--- src/rtl/morse_recognize_char_pkg.sv ---
// Shared constants for the Morse character path: element/len/char widths and every
// character code used by the recognizer, the word decoder and the display logic.
// Also provides len_mask(), which keeps only the low `len` element bits.
// Optional feature macro: MORSE_PUNCT_EN (punctuation codes 38-43 are always defined
// here; only the recognizer decides whether they can be produced).
package morse_recognize_char_pkg;

  localparam int unsigned MAX_MORSE_LEN = 6;
  localparam int unsigned MORSE_LEN_W   = 3;
  localparam int unsigned CHAR_W        = 6;

  localparam logic [MORSE_LEN_W-1:0] MAX_LEN_VAL = MORSE_LEN_W'(MAX_MORSE_LEN);

  typedef logic [CHAR_W-1:0] char_code_t;

  // Digits
  localparam char_code_t CHAR_CODE_0 = 6'd0;
  localparam char_code_t CHAR_CODE_1 = 6'd1;
  localparam char_code_t CHAR_CODE_2 = 6'd2;
  localparam char_code_t CHAR_CODE_3 = 6'd3;
  localparam char_code_t CHAR_CODE_4 = 6'd4;
  localparam char_code_t CHAR_CODE_5 = 6'd5;
  localparam char_code_t CHAR_CODE_6 = 6'd6;
  localparam char_code_t CHAR_CODE_7 = 6'd7;
  localparam char_code_t CHAR_CODE_8 = 6'd8;
  localparam char_code_t CHAR_CODE_9 = 6'd9;
  // Letters
  localparam char_code_t CHAR_CODE_A = 6'd10;
  localparam char_code_t CHAR_CODE_B = 6'd11;
  localparam char_code_t CHAR_CODE_C = 6'd12;
  localparam char_code_t CHAR_CODE_D = 6'd13;
  localparam char_code_t CHAR_CODE_E = 6'd14;
  localparam char_code_t CHAR_CODE_F = 6'd15;
  localparam char_code_t CHAR_CODE_G = 6'd16;
  localparam char_code_t CHAR_CODE_H = 6'd17;
  localparam char_code_t CHAR_CODE_I = 6'd18;
  localparam char_code_t CHAR_CODE_J = 6'd19;
  localparam char_code_t CHAR_CODE_K = 6'd20;
  localparam char_code_t CHAR_CODE_L = 6'd21;
  localparam char_code_t CHAR_CODE_M = 6'd22;
  localparam char_code_t CHAR_CODE_N = 6'd23;
  localparam char_code_t CHAR_CODE_O = 6'd24;
  localparam char_code_t CHAR_CODE_P = 6'd25;
  localparam char_code_t CHAR_CODE_Q = 6'd26;
  localparam char_code_t CHAR_CODE_R = 6'd27;
  localparam char_code_t CHAR_CODE_S = 6'd28;
  localparam char_code_t CHAR_CODE_T = 6'd29;
  localparam char_code_t CHAR_CODE_U = 6'd30;
  localparam char_code_t CHAR_CODE_V = 6'd31;
  localparam char_code_t CHAR_CODE_W = 6'd32;
  localparam char_code_t CHAR_CODE_X = 6'd33;
  localparam char_code_t CHAR_CODE_Y = 6'd34;
  localparam char_code_t CHAR_CODE_Z = 6'd35;
  // Specials
  localparam char_code_t CHAR_CODE__   = 6'd36;
  localparam char_code_t CHAR_CODE_UNK = 6'd37;
  // Punctuation
  localparam char_code_t CHAR_CODE_PERIOD   = 6'd38;
  localparam char_code_t CHAR_CODE_COMMA    = 6'd39;
  localparam char_code_t CHAR_CODE_QUESTION = 6'd40;
  localparam char_code_t CHAR_CODE_SLASH    = 6'd41;
  localparam char_code_t CHAR_CODE_EQUALS   = 6'd42;
  localparam char_code_t CHAR_CODE_HYPHEN   = 6'd43;

  // Ones in bit positions [len-1:0]; one extra bit of headroom so len == MAX works.
  function automatic logic [MAX_MORSE_LEN-1:0] len_mask(input logic [MORSE_LEN_W-1:0] len);
    logic [MAX_MORSE_LEN:0] one;
    logic [MAX_MORSE_LEN:0] m;
    one = (MAX_MORSE_LEN + 1)'(1);
    m   = (one << len) - one;
    return m[MAX_MORSE_LEN-1:0];
  endfunction

endpackage

--- src/rtl/morse_recognize_char_if.sv ---
// Bus between the dit/dah collector (master) and the character recognizer (slave).
//   ce        : clock enable for the registered outputs
//   len       : number of valid elements in dits_dahs
//   dits_dahs : elements, 1 = dah, 0 = dit, dits_dahs[len-1] sent first
//   char      : combinational decoded code
//   char_q    : registered decoded code
//   unknown_q : registered flag, char_q is CHAR_CODE_UNK
interface morse_recognize_char_if;
  import morse_recognize_char_pkg::*;

  logic                     ce;
  logic [MORSE_LEN_W-1:0]   len;
  logic [MAX_MORSE_LEN-1:0] dits_dahs;
  logic [CHAR_W-1:0]        char;
  logic [CHAR_W-1:0]        char_q;
  logic                     unknown_q;

  modport master (
    output ce, len, dits_dahs,
    input  char, char_q, unknown_q
  );

  modport slave (
    input  ce, len, dits_dahs,
    output char, char_q, unknown_q
  );

endinterface

--- src/rtl/morse_recognize_char_lut.sv ---
// Morse code lookup table: pure combinational map from (len, masked pattern) to a
// character code following the ITU table. Unlisted keys give CHAR_CODE_UNK.
// Ports:
//   len     : element count
//   pattern : element bits, bits at index >= len must already be zero
//   code    : character code
// Macro: MORSE_PUNCT_EN adds the six punctuation patterns; without it they fall to
// CHAR_CODE_UNK.
module morse_recognize_char_lut
  import morse_recognize_char_pkg::*;
(
  input  logic [MORSE_LEN_W-1:0]   len,
  input  logic [MAX_MORSE_LEN-1:0] pattern,
  output logic [CHAR_W-1:0]        code
);

  logic [MORSE_LEN_W+MAX_MORSE_LEN-1:0] key;
  assign key = {len, pattern};

  always_comb begin
    code = CHAR_CODE_UNK;
    case (key)
      // len 1
      {3'd1, 6'b000000}: code = CHAR_CODE_E;
      {3'd1, 6'b000001}: code = CHAR_CODE_T;
      // len 2
      {3'd2, 6'b000000}: code = CHAR_CODE_I;
      {3'd2, 6'b000001}: code = CHAR_CODE_A;
      {3'd2, 6'b000010}: code = CHAR_CODE_N;
      {3'd2, 6'b000011}: code = CHAR_CODE_M;
      // len 3
      {3'd3, 6'b000000}: code = CHAR_CODE_S;
      {3'd3, 6'b000001}: code = CHAR_CODE_U;
      {3'd3, 6'b000010}: code = CHAR_CODE_R;
      {3'd3, 6'b000011}: code = CHAR_CODE_W;
      {3'd3, 6'b000100}: code = CHAR_CODE_D;
      {3'd3, 6'b000101}: code = CHAR_CODE_K;
      {3'd3, 6'b000110}: code = CHAR_CODE_G;
      {3'd3, 6'b000111}: code = CHAR_CODE_O;
      // len 4
      {3'd4, 6'b000000}: code = CHAR_CODE_H;
      {3'd4, 6'b000001}: code = CHAR_CODE_V;
      {3'd4, 6'b000010}: code = CHAR_CODE_F;
      {3'd4, 6'b000100}: code = CHAR_CODE_L;
      {3'd4, 6'b000110}: code = CHAR_CODE_P;
      {3'd4, 6'b000111}: code = CHAR_CODE_J;
      {3'd4, 6'b001000}: code = CHAR_CODE_B;
      {3'd4, 6'b001001}: code = CHAR_CODE_X;
      {3'd4, 6'b001010}: code = CHAR_CODE_C;
      {3'd4, 6'b001011}: code = CHAR_CODE_Y;
      {3'd4, 6'b001100}: code = CHAR_CODE_Z;
      {3'd4, 6'b001101}: code = CHAR_CODE_Q;
      // len 5: digits
      {3'd5, 6'b011111}: code = CHAR_CODE_0;
      {3'd5, 6'b001111}: code = CHAR_CODE_1;
      {3'd5, 6'b000111}: code = CHAR_CODE_2;
      {3'd5, 6'b000011}: code = CHAR_CODE_3;
      {3'd5, 6'b000001}: code = CHAR_CODE_4;
      {3'd5, 6'b000000}: code = CHAR_CODE_5;
      {3'd5, 6'b010000}: code = CHAR_CODE_6;
      {3'd5, 6'b011000}: code = CHAR_CODE_7;
      {3'd5, 6'b011100}: code = CHAR_CODE_8;
      {3'd5, 6'b011110}: code = CHAR_CODE_9;
`ifdef MORSE_PUNCT_EN
      {3'd5, 6'b010010}: code = CHAR_CODE_SLASH;
      {3'd5, 6'b010001}: code = CHAR_CODE_EQUALS;
      {3'd6, 6'b010101}: code = CHAR_CODE_PERIOD;
      {3'd6, 6'b110011}: code = CHAR_CODE_COMMA;
      {3'd6, 6'b001100}: code = CHAR_CODE_QUESTION;
      {3'd6, 6'b100001}: code = CHAR_CODE_HYPHEN;
`endif
      default:           code = CHAR_CODE_UNK;
    endcase
  end

endmodule

--- src/rtl/morse_recognize_char.sv ---
// Morse character recognizer: masks the element vector to len bits, looks it up,
// handles the empty (len 0) and over-long cases, and registers the result.
// Ports:
//   clk  : clock, rising edge
//   aclr : synchronous active-high reset, priority over ce
//   bus  : slave side of morse_recognize_char_if (ce, len, dits_dahs in;
//          char, char_q, unknown_q out)
// Macro: MORSE_PUNCT_EN enables punctuation recognition (see the lut).
module morse_recognize_char
  import morse_recognize_char_pkg::*;
(
  input  logic                  clk,
  input  logic                  aclr,
  morse_recognize_char_if.slave bus
);

  logic [MAX_MORSE_LEN-1:0] pattern;
  logic [CHAR_W-1:0]        lut_code;
  logic [CHAR_W-1:0]        char_d;
  logic [CHAR_W-1:0]        char_reg_q;
  logic                     unknown_reg_q;

  // Elements beyond len are don't-care; clearing them keeps the lut keys unique.
  assign pattern = bus.dits_dahs & len_mask(bus.len);

  morse_recognize_char_lut u_lut (
    .len     (bus.len),
    .pattern (pattern),
    .code    (lut_code)
  );

  always_comb begin
    char_d = lut_code;
    if (bus.len == '0) begin
      char_d = CHAR_CODE__;
    end else if (bus.len > MAX_LEN_VAL) begin
      char_d = CHAR_CODE_UNK;
    end
  end

  always_ff @(posedge clk) begin
    if (aclr) begin
      char_reg_q    <= CHAR_CODE__;
      unknown_reg_q <= 1'b0;
    end else if (bus.ce) begin
      char_reg_q    <= char_d;
      unknown_reg_q <= (char_d == CHAR_CODE_UNK);
    end
  end

  assign bus.char      = char_d;
  assign bus.char_q    = char_reg_q;
  assign bus.unknown_q = unknown_reg_q;

endmodule

--- src/flat_wrapper.sv ---
// flat-port wrapper written by rule: the top's interface ports become plain ports
module morse_recognize_char_flat import morse_recognize_char_pkg::*;
  (clk, aclr, bus_ce, bus_len, bus_dits_dahs, bus_char, bus_char_q, bus_unknown_q);
  morse_recognize_char_if bus_i ();
  input  logic clk;
  input  logic aclr;
  input wire logic [$bits(bus_i.ce)-1:0] bus_ce;
  input wire logic [$bits(bus_i.len)-1:0] bus_len;
  input wire logic [$bits(bus_i.dits_dahs)-1:0] bus_dits_dahs;
  output wire logic [$bits(bus_i.char)-1:0] bus_char;
  output wire logic [$bits(bus_i.char_q)-1:0] bus_char_q;
  output wire logic [$bits(bus_i.unknown_q)-1:0] bus_unknown_q;
  assign bus_i.ce = bus_ce;
  assign bus_i.len = bus_len;
  assign bus_i.dits_dahs = bus_dits_dahs;
  assign bus_char = bus_i.char;
  assign bus_char_q = bus_i.char_q;
  assign bus_unknown_q = bus_i.unknown_q;
  morse_recognize_char u_core (.clk(clk), .aclr(aclr), .bus(bus_i));
endmodule
--- config.mk ---
export PLATFORM = sky130hd
export DESIGN_NAME = morse_recognize_char_flat
export DESIGN_NICKNAME = d
export VERILOG_FILES = /design/src/rtl/morse_recognize_char_pkg.sv /design/src/rtl/morse_recognize_char_if.sv /design/src/rtl/morse_recognize_char_lut.sv /design/src/rtl/morse_recognize_char.sv /design/src/flat_wrapper.sv
export SDC_FILE = /design/constraint.sdc
export NUM_CORES = 1
export LEC_CHECK = 0
export CAP_MARGIN = 20
export CORE_ASPECT_RATIO = 0.9
export CORE_UTILIZATION = 30
export DETAILED_ROUTE_END_ITERATION = 12
export DONT_BUFFER_PORTS = 1
export PLACE_DENSITY = 0.53
export RECOVER_POWER = 25
export SYNTH_ARGS = -nofsm -noshare
export SYNTH_HDL_FRONTEND = slang
export SYNTH_HIERARCHICAL = 1
export SYNTH_SLANG_ARGS = --single-unit
--- constraint.sdc ---
create_clock -name clk -period 8.4 [get_ports clk]
set_clock_uncertainty 0.1 [all_clocks]
set_input_delay 0.84 -clock clk [delete_from_list [all_inputs] [get_ports clk]]
set_output_delay 0.84 -clock clk [all_outputs]
set_load 0.005 [all_outputs]
### Word-level counts from Yosys, hierarchy flattened

Index checks and enable logic that the tools add are counted.

* reduce and logical (&&, ||, !) cells: 1
* add/sub/neg operators: 1
* mux-type cells: 3
* $mul: 0
* bitwise logic cells: 1
* divide/modulo/power cells: 0
* $lt $le $gt $ge: 1
* shift operators: 1
* equality and inequality tests: 37

Operator list (number)
* $pmux 6 s36: 1
* $eq 9x9->1 const B: 22
* $eq 9x8->1 const B: 12
* $eq 9x7->1 const B: 2
* $mux 6: 2
* $and 6x6->6: 1
* $eq 6x6->1 const B: 1
* $shl 1x3->6 const A: 1
* $sub 6x1->6 const B: 1
* $gt 3x3->1 const B: 1
* $logic_not 3->1: 1

* memories: 0
* output and inout bits: 13
* bits in writable memories: 0
* bits in registers: 7
* logic and storage cells: 47
* bits of input ports: 12
* bits in latches: 0
* ROM bits: 0

### Longest topological paths before layout

* depth in word-level cells: 8
* depth in mapped cells: 17
* depth with buffers taken out: 15

### Hierarchy

The synthesis kept the hierarchy.

By module, submodules not included
* morse_recognize_char_lut: sequential area each 0.0 um^2, cells each 123, area an instance 782.0 um^2, times used 1
* morse_recognize_char: sequential area each 140.1 um^2, cells each 65, area an instance 536.8 um^2, times used 1

### Worst setup path before layout

OpenSTA, ideal clock, no wires.

* path type: in2out
* from: input bus_len[1]
* to: output bus_char[0]
* path slack: 3.274 ns
* stages: 15
* arrival time: 4.186 ns
* required time: 7.460 ns
* buffers on the path: 2
* cells stage by stage: buf_6 > or3_1 > buf_6 > ha_1 > nor3b_1 > o21bai_1 > a21boi_0 > nand2_2 > or4_1 > o21ai_1 > a22oi_1 > nand3_2 > nand3_1 > a21o_2 > a22o_1

* longest elaborated chain between the ends: 7
* elaborated cells on any way between the ends: 44
* classes of those cells: 1 x add/sub; 1 x order compare; 36 x eq/ne; 1 x shift; 3 x mux; 1 x bitwise; 1 x reduce/logical

Ends and longest elaborated chain
* start: declaration: line flat_wrapper.sv:8 `input wire logic [$bits(bus_i.len)-1:0] bus_len;`
* $shl 1x3->6 *: line morse_recognize_char_pkg.sv:70 `m = (one << len) - one;`
* $sub 6x1->6 *: line morse_recognize_char_pkg.sv:70
* $and 6x6->6 *: line morse_recognize_char.sv:24 `assign pattern = bus.dits_dahs & len_mask(bus.len);`
* net u_core.pattern[4]: line morse_recognize_char.sv:17 `logic [MAX_MORSE_LEN-1:0] pattern;`
* $eq 9x9->1 (tied with other cells): line morse_recognize_char_lut.sv:22 `case (key)`
* $pmux 6 s36 *: line morse_recognize_char_lut.sv:22
* net u_core.lut_code[0]: line morse_recognize_char.sv:18 `logic [CHAR_W-1:0] lut_code;`
* $mux 6 *: line morse_recognize_char.sv:36 `end else if (bus.len > MAX_LEN_VAL) begin`
* $mux 6 *: line morse_recognize_char.sv:34 `if (bus.len == '0) begin`
* end: declaration: line flat_wrapper.sv:10 `output wire logic [$bits(bus_i.char)-1:0] bus_char;`

The timed path passes the listed nets; every way through them passes the cells marked *.

### Final worst setup path

* from: input bus_len[2]
* to: output bus_char[0]

The elaborated chain is that of the path after synthesis.

==> out/qor.yml <==
final_layout_size_suffix_gt1_share_pct: 13.1
syn_to_final_growth_pct: 1.71
cp_data_required_time_ps: 7460
maxCapViolCount: 0
grt_max_degree: 29
arrival_ps: 4260
hold_path_class: "flop to flop"
gp_congestion: 0.881
antenna_found_initial: 0
final_cells: 235
cts-root-buf: "clkbuf_8"
post_cts_resize_count: 0
cts_tree: "built"
fp-row-count: 22
finish.utilization_pct: 32.3
synthFlopType: "dfxtp_1"
netSwitchingFraction_pct: 37.5
worstSkewPairLatency_ps: 220
critPathCaptureType: "primary output"
met3_usage_pct: 5.44
overflow: 0
grt_pass1_wl_mm: 6.27
finalHoldViolations: 0
leakagePower_nw: 0.449
numCtsBuffers: 3
layout_common_cells: "14 x a21oi_1, 13 x nor2_1, 11 x nand2_1"
tns_ps: 0
synth.yosys.seq_area_share_pct: 10.6
worstMarginPinSlew_ps: 964
clk_pin_slew_worst_paths_ps: 40
rsz0062_at_grt: "false"
hold_buffers: 0
status: "finished, final reports clean"
grt_usage_pct: 16.7
setup_viol: 0
path_max_fanout: 28
max-slew-margin-rel_pct: 35.7
dieArea_mm2: 0.00467
top_usage_layer: "met1"
fp.dieH_um: 64.9
finalWirelength_mm: 3.64
vias: 1382
power-per-cell-area_mw_per_mm2: 113
combPwrFrac_pct: 44.4
met1_usage_pct: 25.8
first_pass_iters: 4
syn_avg_cell_area_um2: 7.01
grt_pass1_vias: 1228
core_area_mm2: 0.00416
drt-initial-drc-count: 68
io_buffers: 0
layout_commonest_cell: "a21oi_1"
path_class: "input port to primary output"
clkSinkCount: 7
viasPerCell: 5.88
dp_hpwl_mm: 2.60
timing.fmax_mhz: 192
cell_internal_pwr_mw: 0.0951
r2r_slack_ps: 7310
grt_use_met2_pct: 21.5
place_inst: 231
fin_crit_sh_pct: 61.9
fin_crit_ps: 5200
drtAntennaViolNets: 0
ir_drop_v: 0.0000465
finalMaxSlewViolations: 0
wire_per_inst_um: 15.5
pwr-share-seq_pct: 24.7
yosys.cell_types.count: 64
power_switching_mw: 0.0570
synth_enable_flop_cells: 0
antenna_cells: 0
start_util_pct: 31.7
die_w_um: 71.9
pin_count: 25
final_nets: 189
critPathLaunchType: "input port"
ys_warn_count: 6
synth_seq_cells: 7
cts_max_path_buffers: 2
htree_levels: 1
async_reset_ff_share_pct: 0
pwr-share-clk_pct: 30.9
drc: 0
syn_inst: 188
r2r_cells: 2
syn-num-nets: 201
cts_setup_buffers: 0
hold_depth: 2
power.total_mw: 0.152
syn_area_mm2: 0.00132
[final timing paths]
path / from / to
hold reg to reg: u_core/bus.char_q[4] / u_core/bus.char_q[4]
setup / recovery: bus_len[2] / bus_char[0]
hold / removal: u_core/bus.char_q[4] / u_core/bus.char_q[4]
setup reg to reg: u_core/bus.char_q[5] / u_core/bus.char_q[5]
[through the flow]
stage	setup WS (ps)	hold WS [ps]	cell area (um2)
2_1_floorplan	3270	350	1320
3_3_place_gp	3340	365	1300
3_5_place_dp	3280	366	1300
4_1_cts	3260	373	1340
5_1_grt	2840	394	1340
6_report	3200	373	1340
[kinds of logic after synthesis]
| group | Yosys count | share of synthesized area [%] |
|---|---|---|
| flops | 7 | 10.6 |
| fa+ha+maj | 1 | 0.949 |
| compound gates | 61 | 33.2 |
| simple gates | 89 | 41.6 |
| buf+inv | 25 | 10.2 |
| xor+xnor | 4 | 2.66 |
| mux | 1 | 0.759 |
[worst max-delay path: stages]
cell	delay, ps
or3_1	540
ha_1	320
xor2_1	160
and2_1	780
inv_1	240
o41ai_1	400
o311a_1	220
a21oi_1	60
nand3_2	100
nand3_1	130
a21o_2	210
a22o_1	250
[cells in the mapped netlist, drive strengths merged, types with 2 or more instances]
| master | instances | area share, % |
|---|---|---|
| xnor2 | 3 | 2.0 |
| and3 | 6 | 2.9 |
| a32o | 2 | 1.5 |
| o211ai | 4 | 2.3 |
| nor4 | 5 | 3.5 |
| dfxtp | 7 | 11 |
| a31o | 2 | 1.3 |
| a21o | 3 | 1.8 |
| nor3 | 5 | 3.1 |
| nand2b | 5 | 2.4 |
| nor3b | 5 | 2.8 |
| or3 | 7 | 3.4 |
| or2 | 3 | 1.4 |
| o21bai | 2 | 1.1 |
| o21ai | 4 | 1.5 |
| a31oi | 4 | 1.9 |
| nand3 | 9 | 4.2 |
| buf | 14 | 7.1 |
| and2 | 3 | 1.5 |
| inv | 6 | 1.7 |
| o32ai | 3 | 2.0 |
| o21a | 3 | 1.7 |
| a21boi | 3 | 1.7 |
| nor2 | 13 | 3.7 |
| a22oi | 2 | 1.1 |
| a21oi | 14 | 5.3 |
| nand2 | 13 | 4.5 |
| clkbuf | 5 | 1.4 |
| o31a | 2 | 1.5 |
| a211oi | 3 | 1.7 |
| nor2b | 6 | 2.8 |
| nand4 | 4 | 1.9 |
[power by group through the flow]
stage          logic, mW  registers (mW)  clock network (mW)
2_1_floorplan     0.0606          0.0377                   0
3_3_place_gp      0.0674          0.0382                   0
3_5_place_dp      0.0663          0.0382                   0
4_1_cts           0.0666          0.0376              0.0486
5_1_grt           0.0756          0.0377              0.0507
6_report          0.0675          0.0376              0.0470
[area by class of cell]
cell class | instances | area [um2]
Tap cell | 60 | 75.1
Sequential cell | 7 | 140
Timing Repair Buffer | 2 | 15.0
Multi-Input combinational cell | 156 | 1040
Fill cell | 450 | 2820
Inverter | 6 | 22.5
Clock buffer | 4 | 45.0
[routing by layer]
metal | part of all wire, % | up-vias
met5 | 0 | -
met2 | 40 | 73
met4 | 1.0 | 0
met1 | 51 | 617
li1 | - | 686
met3 | 8.0 | 6
[registers in the layout, indices dropped and copies added (netlist names)]
| name | cells |
|---|---|
| u_core/bus.char_q | 6 |
| u_core/bus.unknown_q | 1 |
No activity file was read; power rests on OpenSTA's default activity.
